--- config.mk ---
export PLATFORM = sky130hd
export DESIGN_NAME = imem_loader
export DESIGN_NICKNAME = d
export VERILOG_FILES = /design/src/rtl/imem_loader.sv
export SDC_FILE = /design/constraint.sdc
export NUM_CORES = 1
export LEC_CHECK = 0
export CAP_MARGIN = 20
export CORE_MARGIN = 4
export CORE_UTILIZATION = 50
export CTS_CLUSTER_SIZE = 30
export DETAILED_ROUTE_END_ITERATION = 8
export PLACE_DENSITY = 0.79
export SKIP_LAST_GASP = 1
export SLEW_MARGIN = 20
export SYNTH_ARGS = -nofsm -noshare
export SYNTH_HDL_FRONTEND = slang
export SYNTH_SLANG_ARGS = --single-unit
--- constraint.sdc ---
create_clock -name clk -period 1.95 [get_ports clk]
set_input_delay 0.585 -clock clk [delete_from_list [all_inputs] [get_ports clk]]
set_output_delay 0.585 -clock clk [all_outputs]
set_load 0.01 [all_outputs]
--- src/rtl/imem_loader.sv ---
// Boot loader: length-prefixed byte stream -> little-endian words written to imem from address 0.
// Define IMEM_LOADER_CHECKSUM_EN to require a trailing XOR checksum byte before completion.
module imem_loader #(
  parameter int DEPTH = 64
) (
  input  logic        clk,
  input  logic        reset_n,
  input  logic        start,
  input  logic        rx_valid,
  input  logic [7:0]  rx_data,
  output logic        rx_ready,
  output logic        mem_we,
  output logic [31:0] mem_addr,
  output logic [31:0] mem_wdata,
  output logic        cpu_hold,
  output logic        busy,
  output logic        done,
  output logic        error
);

  localparam int IW = (DEPTH > 1) ? $clog2(DEPTH) : 1;

  typedef enum logic [2:0] {
    S_IDLE, S_LEN, S_DATA, S_WRITE, S_CHECK, S_DONE
  } state_t;

  state_t        state_q, state_d;
  logic [IW-1:0] idx_q, idx_d;
  logic [IW-1:0] last_q, last_d;
  logic [1:0]    cnt_q, cnt_d;
  logic [31:0]   word_q, word_d;
  logic [7:0]    csum_q, csum_d;
  logic [31:0]   addr_q, addr_d;
  logic [31:0]   wdata_q, wdata_d;
  logic          rx_ready_q, rx_ready_d;
  logic          we_q, we_d;
  logic          busy_q, busy_d;
  logic          done_q, done_d;
  logic          error_q, error_d;
  logic          accept;

  assign accept = rx_valid && rx_ready_q;

  always_comb begin
    state_d = state_q;
    idx_d   = idx_q;
    last_d  = last_q;
    cnt_d   = cnt_q;
    word_d  = word_q;
    csum_d  = csum_q;
    addr_d  = addr_q;
    wdata_d = wdata_q;
    error_d = error_q;
    we_d    = 1'b0;
    done_d  = 1'b0;

    case (state_q)
      S_IDLE: begin
        if (start) begin
          state_d = S_LEN;
          error_d = 1'b0;
          idx_d   = '0;
          cnt_d   = '0;
          csum_d  = '0;
        end
      end
      S_LEN: begin
        if (accept) begin
          if (rx_data == 8'd0 || {24'd0, rx_data} > 32'(DEPTH)) begin
            error_d = 1'b1;
            state_d = S_IDLE;
          end else begin
            // Store N-1 so the index compare fits in IW bits even for N == DEPTH
            last_d  = IW'(rx_data - 8'd1);
            state_d = S_DATA;
          end
        end
      end
      S_DATA: begin
        if (accept) begin
          word_d[{cnt_q, 3'b000} +: 8] = rx_data;
          csum_d = csum_q ^ rx_data;
          cnt_d  = cnt_q + 2'd1;
          if (cnt_q == 2'd3) begin
            state_d = S_WRITE;
            we_d    = 1'b1;
            addr_d  = 32'(idx_q);
            wdata_d = {rx_data, word_q[23:0]};
          end
        end
      end
      S_WRITE: begin
        if (idx_q == last_q) begin
`ifdef IMEM_LOADER_CHECKSUM_EN
          state_d = S_CHECK;
`else
          state_d = S_DONE;
          done_d  = 1'b1;
`endif
        end else begin
          idx_d   = idx_q + 1'b1;
          state_d = S_DATA;
        end
      end
`ifdef IMEM_LOADER_CHECKSUM_EN
      S_CHECK: begin
        if (accept) begin
          if (rx_data == csum_q) begin
            state_d = S_DONE;
            done_d  = 1'b1;
          end else begin
            error_d = 1'b1;
            state_d = S_IDLE;
          end
        end
      end
`endif
      S_DONE: begin
        state_d = S_IDLE;
      end
      default: begin
        state_d = S_IDLE;
      end
    endcase

    // Outputs are registered, so they are derived from the upcoming state
    rx_ready_d = (state_d == S_LEN) || (state_d == S_DATA) || (state_d == S_CHECK);
    busy_d     = (state_d != S_IDLE);
  end

  always_ff @(posedge clk or negedge reset_n) begin
    if (!reset_n) begin
      state_q    <= S_IDLE;
      idx_q      <= '0;
      last_q     <= '0;
      cnt_q      <= '0;
      word_q     <= '0;
      csum_q     <= '0;
      addr_q     <= '0;
      wdata_q    <= '0;
      rx_ready_q <= 1'b0;
      we_q       <= 1'b0;
      busy_q     <= 1'b0;
      done_q     <= 1'b0;
      error_q    <= 1'b0;
    end else begin
      state_q    <= state_d;
      idx_q      <= idx_d;
      last_q     <= last_d;
      cnt_q      <= cnt_d;
      word_q     <= word_d;
      csum_q     <= csum_d;
      addr_q     <= addr_d;
      wdata_q    <= wdata_d;
      rx_ready_q <= rx_ready_d;
      we_q       <= we_d;
      busy_q     <= busy_d;
      done_q     <= done_d;
      error_q    <= error_d;
    end
  end

  assign rx_ready  = rx_ready_q;
  assign mem_we    = we_q;
  assign mem_addr  = addr_q;
  assign mem_wdata = wdata_q;
  assign busy      = busy_q;
  assign cpu_hold  = busy_q;
  assign done      = done_q;
  assign error     = error_q;

endmodule

After elaboration in Yosys (flattened, before gate mapping) --
Cells that the tools add are included.
Word-level totals: register bits 92, input bits 12, output and inout bits 70, logic and storage cells 72
Operators by class: add/subtract/negate cells 4, magnitude comparators 1, equality and inequality tests 13, shift operators 2, muxes and demuxes 23, bitwise logic cells 1, reduce and logical (&&, ||, !) cells 16
Operators by type and width (number):
- $bwmux 32 | 1
- $shift 8x7->32 const A | 1
- $shiftx 8x7->32 | 1
- $mux 3 | 5
- $mux 6 | 2
- $pmux 3 s4 | 1
- $pmux 6 s2 | 1
- $reduce_and 3->1 | 4
- $ne 2x2->1 const B | 5
- $eq 3x2->1 const B | 3
- $gt 8x7->1 const B | 1
- $logic_not 8->1 | 1
- $mux 1 | 8
- $neg 5->7 | 1
- $add 6x1->6 const B | 1
- $eq 3x1->1 const B | 2
- $eq 6x6->1 | 1
- $mux 2 | 3
- $reduce_bool 2->1 | 3
- $sub 6x1->6 const B | 1
- $pmux 2 s2 | 1
- $reduce_and 4->1 | 1
- $eq 3x3->1 const B | 1
- $logic_not 3->1 | 1
- 8 further kinds | 10

Logic depth before layout (Yosys ltp) --
depth in word-level cells 8, mapped depth 7, mapped depth without buffers 6

Least setup slack after synthesis --
Ideal clock, no wire load.
kind in2reg, start point in rx_valid, end point reg wdata_q[16], in the netlist mem_wdata[16], setup time 0.125 ns, data arrival time 1.675 ns, data required time 1.825 ns, path slack 0.150 ns, cell stages on the path 6, buffers on the path 1, cells stage by stage nand2_1 -> nor3_4 -> nand2_2 -> inv_2 -> buf_6 -> mux2_2
Between the ends: cells in the longest elaborated chain, start to end 2
RTL lines:
- from (decl) | RTL line 9 | input logic rx_valid,
- $logic_and 1x1->1 | RTL line 42 | assign accept = rx_valid && rx_ready_q;
- $reduce_and 3->1 (no source line)
- to (signal assigned) | RTL line 154 | wdata_q <= wdata_d;
- to (decl) | RTL line 34 | logic [31:0] wdata_q, wdata_d;
Every way passes these cells. A chain may end at the register's enable or synchronous reset.

Worst setup path in the final report --
start point in rx_data[4], end point reg rx_ready_q, in the netlist rx_ready
Between the ends: cells in the longest elaborated chain, start to end 8, elaborated cells on any way between the ends 11, those cells by class order compare: 1; eq/ne: 3; mux: 3; reduce/logical: 4
RTL lines:
- from (decl) | RTL line 10 | input logic [7:0] rx_data,
- $gt 8x7->1 / $logic_not 8->1 (equally long branches) | RTL line 69 | if (rx_data == 8'd0 || {24'd0, rx_data} > 32'(DEPTH)) begin
- $logic_or 1x1->1 * | RTL line 69
- $mux 2 * | RTL line 69
- $mux 3 * | RTL line 68 | if (accept) begin
- $pmux 3 s4 * | RTL line 57 | case (state_q)
- $eq 3x1->1 / $eq 3x2->1 (equally long branches) | RTL line 127 | rx_ready_d = (state_d == S_LEN) || (state_d == S_DATA) || (state_d == S_CHECK);
- $logic_or 1x1->1 | RTL line 127
- $logic_or 1x1->1 * | RTL line 127
- net rx_ready_d | RTL line 35 | logic rx_ready_q, rx_ready_d;
- to (signal assigned) | RTL line 155 | rx_ready_q <= rx_ready_d;
- to (decl) | RTL line 35
Mark *: on every way through the listed nets, which the timed path passes. The rest lies on a longest branch.

==> results.toml <==
[clock_network]
postCtsSetupRepairBufs = 0
cts_buffer_depth = 2
htreeDepth = 3
clkTransAtPathRegs_ns = 0.07
clkSinkCount = 84
cts_tree = "built"
cts_made_buffers = 9
clock_latency_ns = 0.35
clockRootBuffer = "clkbuf_8"

[critical_path]
cp_slowest_cell = "clkdlybuf4s50_1"
worstSetupPathType = "in2reg"
worstSetupEndpointType = "flop"
max_stage_delay_ns = 0.48
path_cells = "clkdlybuf4s50_1, nor2_1, buf_4, a31o_2, a211o_4, nand3_2, nor3b_4"
critPathLaunchType = "input pin"
crit_required_ns = 2.22
cp.arrival_ns = 2.17
critPathMaxFanout = 7

[timing]
fin_skew_ns = 0.007856
drv_slew = 0
final-hold-violation-count = 0
rsz0062_at_grt = "no"
finalSetupViolations = 0
worst_pin_slew_ns = 0.6294
fin_hold_ws_ns = 0.1654
slew_headroom = 0.5772
setup_slack_ns = 0.04697
fmax_mhz = 525.5
period_minus_slack_ns = 1.903
period_share = 0.9759

[synth]
synthDistinctLibCells = 35
netlist_top_cells_count = "dfrtp_1 (84), nand2_1 (70), mux2_2 (36), o21ai_0 (35), buf_4 (28)"
syn_area_per_cell_um2 = 11.11
synth_top_area_cell = "dfrtp_1"
syn_inst = 338
synth-seq-area-share = 0.5598
yosysWarningCount = 0
yosysTopAreaCellShare = 0.5598
yosysMostFrequentCell = "dfrtp_1"
netlist_area_um2 = 3755
ys_ff_latch = 84
synth_edf_count = 0
async_flop_share = 1.000
synth.area.top_cells = "dfrtp_1 (56%), mux2_2 (11%), nand2_1 (7.0%), buf_4 (5.6%), o21ai_0 (4.7%)"
synth-main-ff-cell = "dfrtp_1"

[die]
num_io_pins = 82
die_h_um = 94.66
start_util = 0.5149
dieArea_um2 = 8961
rows = 31
die_x_um = 94.66
core_um2 = 7292

[placed_design]
io_buffers = 55
gp_congestion = 0.7763
dp_slack_ns = -0.5441
hpwl_um = 5698

[global_routing]
antenna_found_initial = 0
grt_pass1_wl_um = 13210
grt_use_total = 0.1939
grt_max_degree = 40
grt_pass1_vias = 2782
gr-total-overflow = 0

[detailed_routing]
postRouteAntennaNets = 0
drt_iter0_drc = 110
drc = 0
wl_um = 7902
first_pass_iters = 4
wl_per_cell_um = 15.23
vias = 2627
viasPerCell = 5.062

[run]
maxCapViolCount = 0

[power_and_ir_drop]
p_total_mw = 5.969
p_leak_nw = 2.172
peakVddDrop_mv = 0.7970
power.density_nw_per_um2 = 1256

[worst_hold_path]
hold_class = "in2async"

[final_layout]
layout-drive-gt1-share = 0.2048
diodes = 0
nets = 437
syn_to_final_growth_pct = 26.59
final_core_util = 0.6519

[run_status]
status = "completed"
path summary, 6_finish.rpt:
path / from / to / slack [ns] / cells past startpoint
hold / removal: reset_n / mem_addr[2]$_DFFE_PN0P_ / 0.17 / 1
setup reg to reg: cnt_q[0]$_DFFE_PN0P_ / word_q[3]$_DFFE_PN0P_ / 0.21 / 6
hold reg to reg: word_q[7]$_DFFE_PN0P_ / word_q[7]$_DFFE_PN0P_ / 0.48 / 2
setup / recovery: rx_data[4] / rx_ready$_DFF_PN0_ / 0.05 / 7
max in group asynchronous: reset_n / word_q[17]$_DFFE_PN0P_ / 1.23 / 2
min in group clk: word_q[7]$_DFFE_PN0P_ / word_q[7]$_DFFE_PN0P_ / 0.48 / 2
stage by stage:
step	cells	TNS [ns]	cell area [µm²]
floorplan	363	0	3849
global placement	504	-10.13	4509
detailed placement	504	-14.29	4509
CTS	519	0	4742
global route	519	0	4753
finish	519	0	4753
sequential cells by signal, summed over array words and instances, names as in the netlist:
name / cells
mem_wdata: 32
word_q: 24
idx_q: 6
last_q: 6
mem_addr: 6
state_q: 3
cnt_q: 2
busy: 1
done: 1
error: 1
mem_we: 1
rx_ready: 1
layer usage:
| layer | vias up | track usage | routed length, µm |
|---|---|---|---|
| met5 | - | 0 | 0 |
| met4 | 0 | 0.08413 | 146 |
| met3 | 12 | 0.04143 | 430 |
| met2 | 79 | 0.3200 | 3967 |
| met1 | 1289 | 0.2466 | 3358 |
| li1 | 1247 | - | - |
cell type report:
cell class | instances | area, µm²
inverters | 7 | 26.28
flip-flops and latches | 84 | 2102
multi-input cells | 235 | 1496
fillers | 581 | 2539
clock inverters | 2 | 60.06
well taps | 99 | 123.9
clock buffers | 12 | 145.1
repair buffers | 80 | 799.5
worst max-delay path, delay by kind of cell:
family	cells	cell delay (ns)
buf+inv	2	0.62
simple gates	3	0.34
compound gates	2	0.62
kinds of logic after synthesis:
group / count (synthesis) / synth area share
AND/OR/NAND/NOR: 106 / 0.1280
flip-flops: 84 / 0.5598
buffers and inverters: 45 / 0.07664
AO/OA/AOI/OAI: 42 / 0.06065
multiplexers: 42 / 0.1240
XOR/XNOR: 10 / 0.02333
adder cells (fa/ha/maj): 8 / 0.02666
other: 1 / 0.0009987
layout by cell type (no fill, tap or decap), types with 2 or more instances in the layout:
cell type and count:
inv_2 2, inv_1 5, xnor2_1 9, conb_1 26
dfrtp_1 84, buf_4 21, clkdlybuf4s50_1 52, mux2_2 36
clkbuf_1 2, nor2_2 2, nor3_1 7, mux2i_1 6
nand3_1 5, buf_12 5, clkbuf_8 10, nand4_1 4
nor3b_1 4, o21ai_0 35, bufinv_16 2, ha_1 8
nor2_1 6, nand2_1 70
timing repair:
item,4_1_cts,5_1_grt
hold buffers,0,0
gates resized for setup,5,3
setup endpoints to repair,8,6
cloned,1,0
hold endpoints to repair,0,0
pin swaps,1,1
report_power, final:
part	switching, mW	internal [mW]
clock	0.558	0.744
sequential	0.332	2.24
combinational	0.956	1.14
total	1.84	4.12
Note: power is estimated with default switching activity, not from simulation.
